## config.mk

```make
export PLATFORM = sky130hd
export DESIGN_NAME = kgp_sequencer
export DESIGN_NICKNAME = d
export VERILOG_FILES = /design/src/rtl/kgp_sequencer.sv
export SDC_FILE = /design/constraint.sdc
export NUM_CORES = 1
export LEC_CHECK = 0
export ABC_AREA = 1
export CORE_MARGIN = 5
export CORE_UTILIZATION = 43
export DETAILED_ROUTE_END_ITERATION = 7
export GPL_TIMING_DRIVEN = 0
export HOLD_SLACK_MARGIN = 0.05
export PLACE_DENSITY = 0.81
export RECOVER_POWER = 50
export SYNTH_ARGS = -nofsm -noshare
export SYNTH_HDL_FRONTEND = slang
export SYNTH_SLANG_ARGS = --single-unit
```

## constraint.sdc

```tcl
create_clock -name clk -period 1.6 [get_ports clk]
set_input_delay 0.24 -clock clk [delete_from_list [all_inputs] [get_ports clk]]
set_output_delay 0.24 -clock clk [all_outputs]
set_load 0.005 [all_outputs]
```

## src/rtl/kgp_sequencer.sv

```systemverilog
// Multi-cycle FETCH/DECODE/EXEC/MEM/WB sequencer for the KGPRisc core.
// Optional memory-timeout fault (wait counter plus ERR state) is enabled with `define SEQ_TIMEOUT_EN.
module kgp_sequencer #(
  parameter int unsigned TIMEOUT_CYCLES = 16,
  parameter int unsigned CNT_W          = 16
) (
  input  logic             clk,
  input  logic             rst,
  input  logic             start,
  input  logic             halt,
  input  logic [5:0]       opcode,
  input  logic             mem_read,
  input  logic             mem_write,
  input  logic             reg_write,
  input  logic             mem_to_reg,
  input  logic [11:0]      br_sel,
  input  logic             flag_z,
  input  logic             flag_c,
  input  logic             flag_s,
  input  logic             flag_v,
  input  logic             mem_ack,
  output logic             mem_req,
  output logic             mem_we,
  output logic             mem_addr_sel,
  output logic             ir_we,
  output logic             pc_we,
  output logic [1:0]       pc_sel,
  output logic             rf_we,
  output logic [1:0]       wb_sel,
  output logic             flag_we,
  output logic             busy,
  output logic [2:0]       state,
  output logic [CNT_W-1:0] instr_count,
  output logic             err
);

  localparam logic [2:0] S_IDLE   = 3'd0;
  localparam logic [2:0] S_FETCH  = 3'd1;
  localparam logic [2:0] S_DECODE = 3'd2;
  localparam logic [2:0] S_EXEC   = 3'd3;
  localparam logic [2:0] S_MEM    = 3'd4;
  localparam logic [2:0] S_WB     = 3'd5;
  localparam logic [2:0] S_ERR    = 3'd6;

  localparam logic [1:0] PC_INC = 2'b00;
  localparam logic [1:0] PC_IMM = 2'b01;
  localparam logic [1:0] PC_REG = 2'b10;

  localparam logic [1:0] WB_ALU  = 2'b00;
  localparam logic [1:0] WB_MEM  = 2'b01;
  localparam logic [1:0] WB_LINK = 2'b10;

  logic [2:0]       state_q;
  logic [2:0]       state_d;
  logic             mem_we_q;
  logic [CNT_W-1:0] instr_count_q;
  logic             cond_taken;
  logic             alu_op;

  // Register writes are implied by instruction class, so reg_write is not consulted.
  logic unused_inputs;
  assign unused_inputs = reg_write;

  function automatic logic is_alu_op(input logic [5:0] op);
    is_alu_op = (op <= 6'h05) ||
                ((op >= 6'h0C) && (op <= 6'h0E)) ||
                ((op >= 6'h10) && (op <= 6'h12));
  endfunction

  always_comb begin
    alu_op     = is_alu_op(opcode);
    cond_taken = (br_sel[9] &  flag_z) | (br_sel[8] & ~flag_z) |
                 (br_sel[7] &  flag_c) | (br_sel[6] & ~flag_c) |
                 (br_sel[5] &  flag_s) | (br_sel[4] & ~flag_s) |
                 (br_sel[3] &  flag_v) | (br_sel[2] & ~flag_v);
  end

`ifdef SEQ_TIMEOUT_EN
  localparam int unsigned WAIT_W = (TIMEOUT_CYCLES < 2) ? 1 : $clog2(TIMEOUT_CYCLES);

  logic [WAIT_W-1:0] wait_q;
  logic              err_q;
  logic              wait_expired;

  assign wait_expired = ((state_q == S_FETCH) || (state_q == S_MEM)) && !mem_ack &&
                        (wait_q == WAIT_W'(TIMEOUT_CYCLES - 1));
`else
  localparam int unsigned unused_timeout = TIMEOUT_CYCLES;
`endif

  always_comb begin
    state_d = state_q;
    ir_we   = 1'b0;
    pc_we   = 1'b0;
    pc_sel  = PC_INC;
    rf_we   = 1'b0;
    wb_sel  = WB_ALU;
    flag_we = 1'b0;
    case (state_q)
      S_IDLE: begin
        if (start) state_d = S_FETCH;
      end
      S_FETCH: begin
        if (mem_ack) begin
          ir_we   = 1'b1;
          state_d = S_DECODE;
        end
      end
      S_DECODE: state_d = S_EXEC;
      S_EXEC: begin
        if (|br_sel) begin
          pc_we   = 1'b1;
          state_d = S_FETCH;
          if (br_sel[11]) begin
            pc_sel = PC_IMM;
          end else if (br_sel[10] || br_sel[0]) begin
            pc_sel = PC_REG;
          end else if (br_sel[1]) begin
            pc_sel = PC_IMM;
            rf_we  = 1'b1;
            wb_sel = WB_LINK;
          end else begin
            pc_sel = cond_taken ? PC_IMM : PC_INC;
          end
        end else if (mem_read || mem_write) begin
          state_d = S_MEM;
        end else if (alu_op) begin
          flag_we = 1'b1;
          state_d = S_WB;
        end else begin
          pc_we   = 1'b1;
          state_d = S_FETCH;
        end
      end
      S_MEM: begin
        if (mem_ack) begin
          if (mem_we_q) begin
            pc_we   = 1'b1;
            state_d = S_FETCH;
          end else begin
            state_d = S_WB;
          end
        end
      end
      S_WB: begin
        rf_we   = 1'b1;
        wb_sel  = mem_to_reg ? WB_MEM : WB_ALU;
        pc_we   = 1'b1;
        state_d = S_FETCH;
      end
`ifdef SEQ_TIMEOUT_EN
      S_ERR: state_d = S_ERR;
`endif
      default: state_d = S_IDLE;
    endcase

    if ((state_d == S_FETCH) && halt) state_d = S_IDLE;

`ifdef SEQ_TIMEOUT_EN
    if (wait_expired) state_d = S_ERR;
`endif
  end

  always_ff @(posedge clk or posedge rst) begin
    if (rst) begin
      state_q       <= S_IDLE;
      mem_we_q      <= 1'b0;
      instr_count_q <= '0;
    end else begin
      state_q <= state_d;
      if (state_q == S_EXEC) mem_we_q <= mem_write;
      if (pc_we) instr_count_q <= instr_count_q + CNT_W'(1);
    end
  end

`ifdef SEQ_TIMEOUT_EN
  // Counter restarts on every state change, so each FETCH/MEM visit gets a fresh budget.
  always_ff @(posedge clk or posedge rst) begin
    if (rst) begin
      wait_q <= '0;
      err_q  <= 1'b0;
    end else begin
      if (state_d != state_q) begin
        wait_q <= '0;
      end else if (((state_q == S_FETCH) || (state_q == S_MEM)) && !mem_ack) begin
        wait_q <= wait_q + WAIT_W'(1);
      end
      if (state_d == S_ERR) err_q <= 1'b1;
    end
  end

  assign err = err_q;
`else
  assign err = 1'b0;
`endif

  always_comb begin
    mem_req      = (state_q == S_FETCH) || (state_q == S_MEM);
    mem_addr_sel = (state_q == S_MEM);
    mem_we       = (state_q == S_MEM) && mem_we_q;
    busy         = (state_q != S_IDLE);
    state        = state_q;
    instr_count  = instr_count_q;
  end

endmodule

```

==> impl_metrics.csv, run 1 <==
group,metric,value,unit
finish,syn_to_final_growth,66.0,%
finish,final_cell_mix,"76 x nand2_1, 31 x clkdlybuf4s50_1, 27 x nor2_1, 27 x nand3_1, 20 x inv_1",
finish,final_common_cell,"nand2_1",
yosys,yosys_warnings,0,
yosys,ys_types,22,
die,die_area,4720,um2
critical_path,slowest_stage,"clkdlybuf4s50_1",
global_routing,grt_pass1_wl,7490,um
sta,grt_setup_unrepaired,"true",
yosys,yosysTopAreaCellShare,0.338,
cts,cts_root_buf,"clkbuf_4",
place,dp.cells,337,
yosys,avgSynthCellArea,6.41,um2
finish,antenna_cells,0,
cts,clkSlewWorstSetupHoldPaths,0.12,ns
power,p_per_area,852,nW/um2
sta,finalCriticalPeriod,1.77,ns
critical_path,crit_path_start_kind,"input pin",
global_routing,antenna_found_initial,0,
sta,hold_viol,0,
power,leakage,0.00125,uW
critical_path,r2r_slack,0.10,ns
drt,wirelength,4800,um
sta,slew_violations,0,
sta,finalWorstSetupSlack,-0.166,ns
yosys,synthSimpleGateAreaFrac,0.453,
critical_path,crit_chain,"clkdlybuf4s50_1 > nand2_1 > nand2_1 > nand3_2 > buf_4 > buf_4 > nor3_2 > buf_2",
critical_path,crit_path_max_incr_delay,0.49,ns
yosys,synth_area_leader_cell,"dfrtp_1",
yosys,synthCells,231,
sta,relSlewSlack,0.494,
power,max-vdd-ir-drop,0.351,mV
cts,clock_path_buffers,2,
cts,insertion_delay,0.31,ns
drt,vias,1822,
drt,dr.pass1.iters,4,
die,io_pins,63,
yosys,seq_area_frac_synth,0.338,
place,hpwl,3230,um
global_routing,grt_max_degree,21,
yosys,synth-xor-area-share,0.0650,
drt,routed_via_density,4.98,
drt,wl_per_cell,13.1,um
worst_hold_path,hold_path.class,"input pin to asynchronous set/reset pin",
cts,cts_tree,"done",
critical_path,arrival,1.53,ns
sta,setup_violations,7,
outcome,violations,"setup timing",
die,die_x,68.7,um
die,rows,21,
drt,drtAntennaViolNets,0,
yosys,synth_compound_area_frac,0.0422,
die,start_util,0.444,
sta,worst_pin_slew,0.759,ns
yosys,synthAdderAreaFrac,0.00845,
cts,clkSinkCount,20,
place,place_congestion,0.866,
place,port_buffers,60,
critical_path,cp_max_fo,2,
critical_path,endpoint_kind,"output pin",
die,core,3340,um2
global_routing,grtUsageTotal,0.211,
yosys,ys_top_cells_by_area,"dfrtp_1 34%, nand2_1 21%, nand3_1 10%",
outcome,outcome,"complete, but fails checks",
sta,fmax,566,MHz
drt,drt_iter0_markers,113,
global_routing,overflow,0,
finish,instances_no_fill,366,
critical_path,path_buf_inv,4,
yosys,synth_nets,263,
critical_path,crit_required,1.36,ns
global_routing,grt_pass1_vias,1737,
yosys,synth_top_family_by_area,"simple AND/OR/NAND/NOR gates",
drt,drc,0,
critical_path,path_delay_family,"buffers and inverters",
yosys,synth-seq-cells,20,
finish,fillCellCount,259,
yosys,synth_area,1480,um2
cts,htree_num_levels,1,
flow_run,maxCapViolCount,0,
critical_path,crit_type,"input pin to output pin",
sta,period_share,1.10,
finish,drive_above_1_share,0.256,
finish,nNetsFinal,353,
sta,finClkSkew,0.00754,ns
power,fin_total_pwr,2100,uW
yosys,synth_mux_area_frac,0,
cts,cts_made_buffers,3,
die,fp.dieH,68.7,um
## final cells by class
cell class                      instances  area, um2  share of cell area
Clock buffer                            4       36.3              0.0148
Sequential cell                        20        509               0.207
Buffer                                  3       33.8              0.0137
Inverter                               27        101              0.0412
Multi-Input combinational cell        180        960               0.390
Timing Repair Buffer                   86        762               0.310
Tap cell                               46       57.6              0.0234
## final timing paths
| kind | to | cells after the start | from |
|---|---|---|---|
| min | instr_count[5] | 2 | rst |
| max reg2reg | instr_count[12] | 8 | state[2] |
| max | flag_we | 8 | opcode[3] |
| min in group clk | instr_count[1] | 2 | instr_count[1] |
| min reg2reg | instr_count[1] | 2 | instr_count[1] |
| max in group asynchronous | instr_count[14] | 2 | rst |
## sequential cells by signal (all words and copies together), names as in the netlist
signal	flops
instr_count	16
mem_we_q	1
state	3
## cell families (layout without fill, tap and decap cells)
| group | Yosys count | count (layout) |
|---|---|---|
| AOI/OAI and AO/OA | 12 | 12 |
| other | 1 | 1 |
| buffers and inverters | 31 | 120 |
| DFF | 20 | 20 |
| xor gates and xnor gates | 11 | 11 |
| adders and majority gates | 1 | 1 |
| and+or+nand+nor | 155 | 155 |
## where the power goes
part           switching [uW]  internal [uW]
Combinational             554            571
Sequential               81.9            586
Clock                     164            139
## Yosys cell counts
master	instances
nand2_1	82
nor2_1	32
nand3_1	30
inv_1	23
dfrtp_1	20
o21ai_0	8
xnor2_1	7
inv_2	4
xor2_1	4
a21oi_1	3
buf_4	3
nand4_1	3
nand2_4	2
nor2_2	2
buf_6	1
conb_1	1
ha_1	1
nand3_2	1
nand3b_1	1
nor3_1	1
nor3_4	1
o211ai_1	1
## repair_timing
action / CTS / global route
buffers inserted: 20 / 6
pin swaps: 21 / 8
endpoints found under the setup margin: 12 / 24
hold buffers: 0 / 0
resized for setup: 83 / 29
## metal layers
layer | global-route usage | share of wire
met5 | 0 | 0
met1 | 0.237 | 0.39
met4 | 0.114 | 0.030
met2 | 0.378 | 0.53
met3 | 0.0357 | 0.053
## through the flow
| stage | hold slack, ns | setup WS (ns) | TNS, ns | utilization | area (um2) |
|---|---|---|---|---|---|
| after floorplan | 0.204 | 0.185 | 0 | - | 1480 |
| after global placement | 0.508 | -0.739 | -4.87 | 0.641 | 2140 |
| after detailed placement | 0.511 | -0.782 | -5.84 | 0.641 | 2140 |
| after CTS | 0.375 | -0.202 | -0.726 | 0.706 | 2360 |
| after global routing | 0.578 | -0.234 | -1.37 | 0.737 | 2460 |
| final | 0.488 | -0.166 | -0.622 | 0.737 | 2460 |
Note: power is estimated with default switching activity, not from simulation.
==> inputs of run 2 (changes only) <==
Settings changed: CAP_MARGIN set to 25.
==> results of run 2 <==
Same layout as run 1: the final DEF is identical, and so are final timing and power.
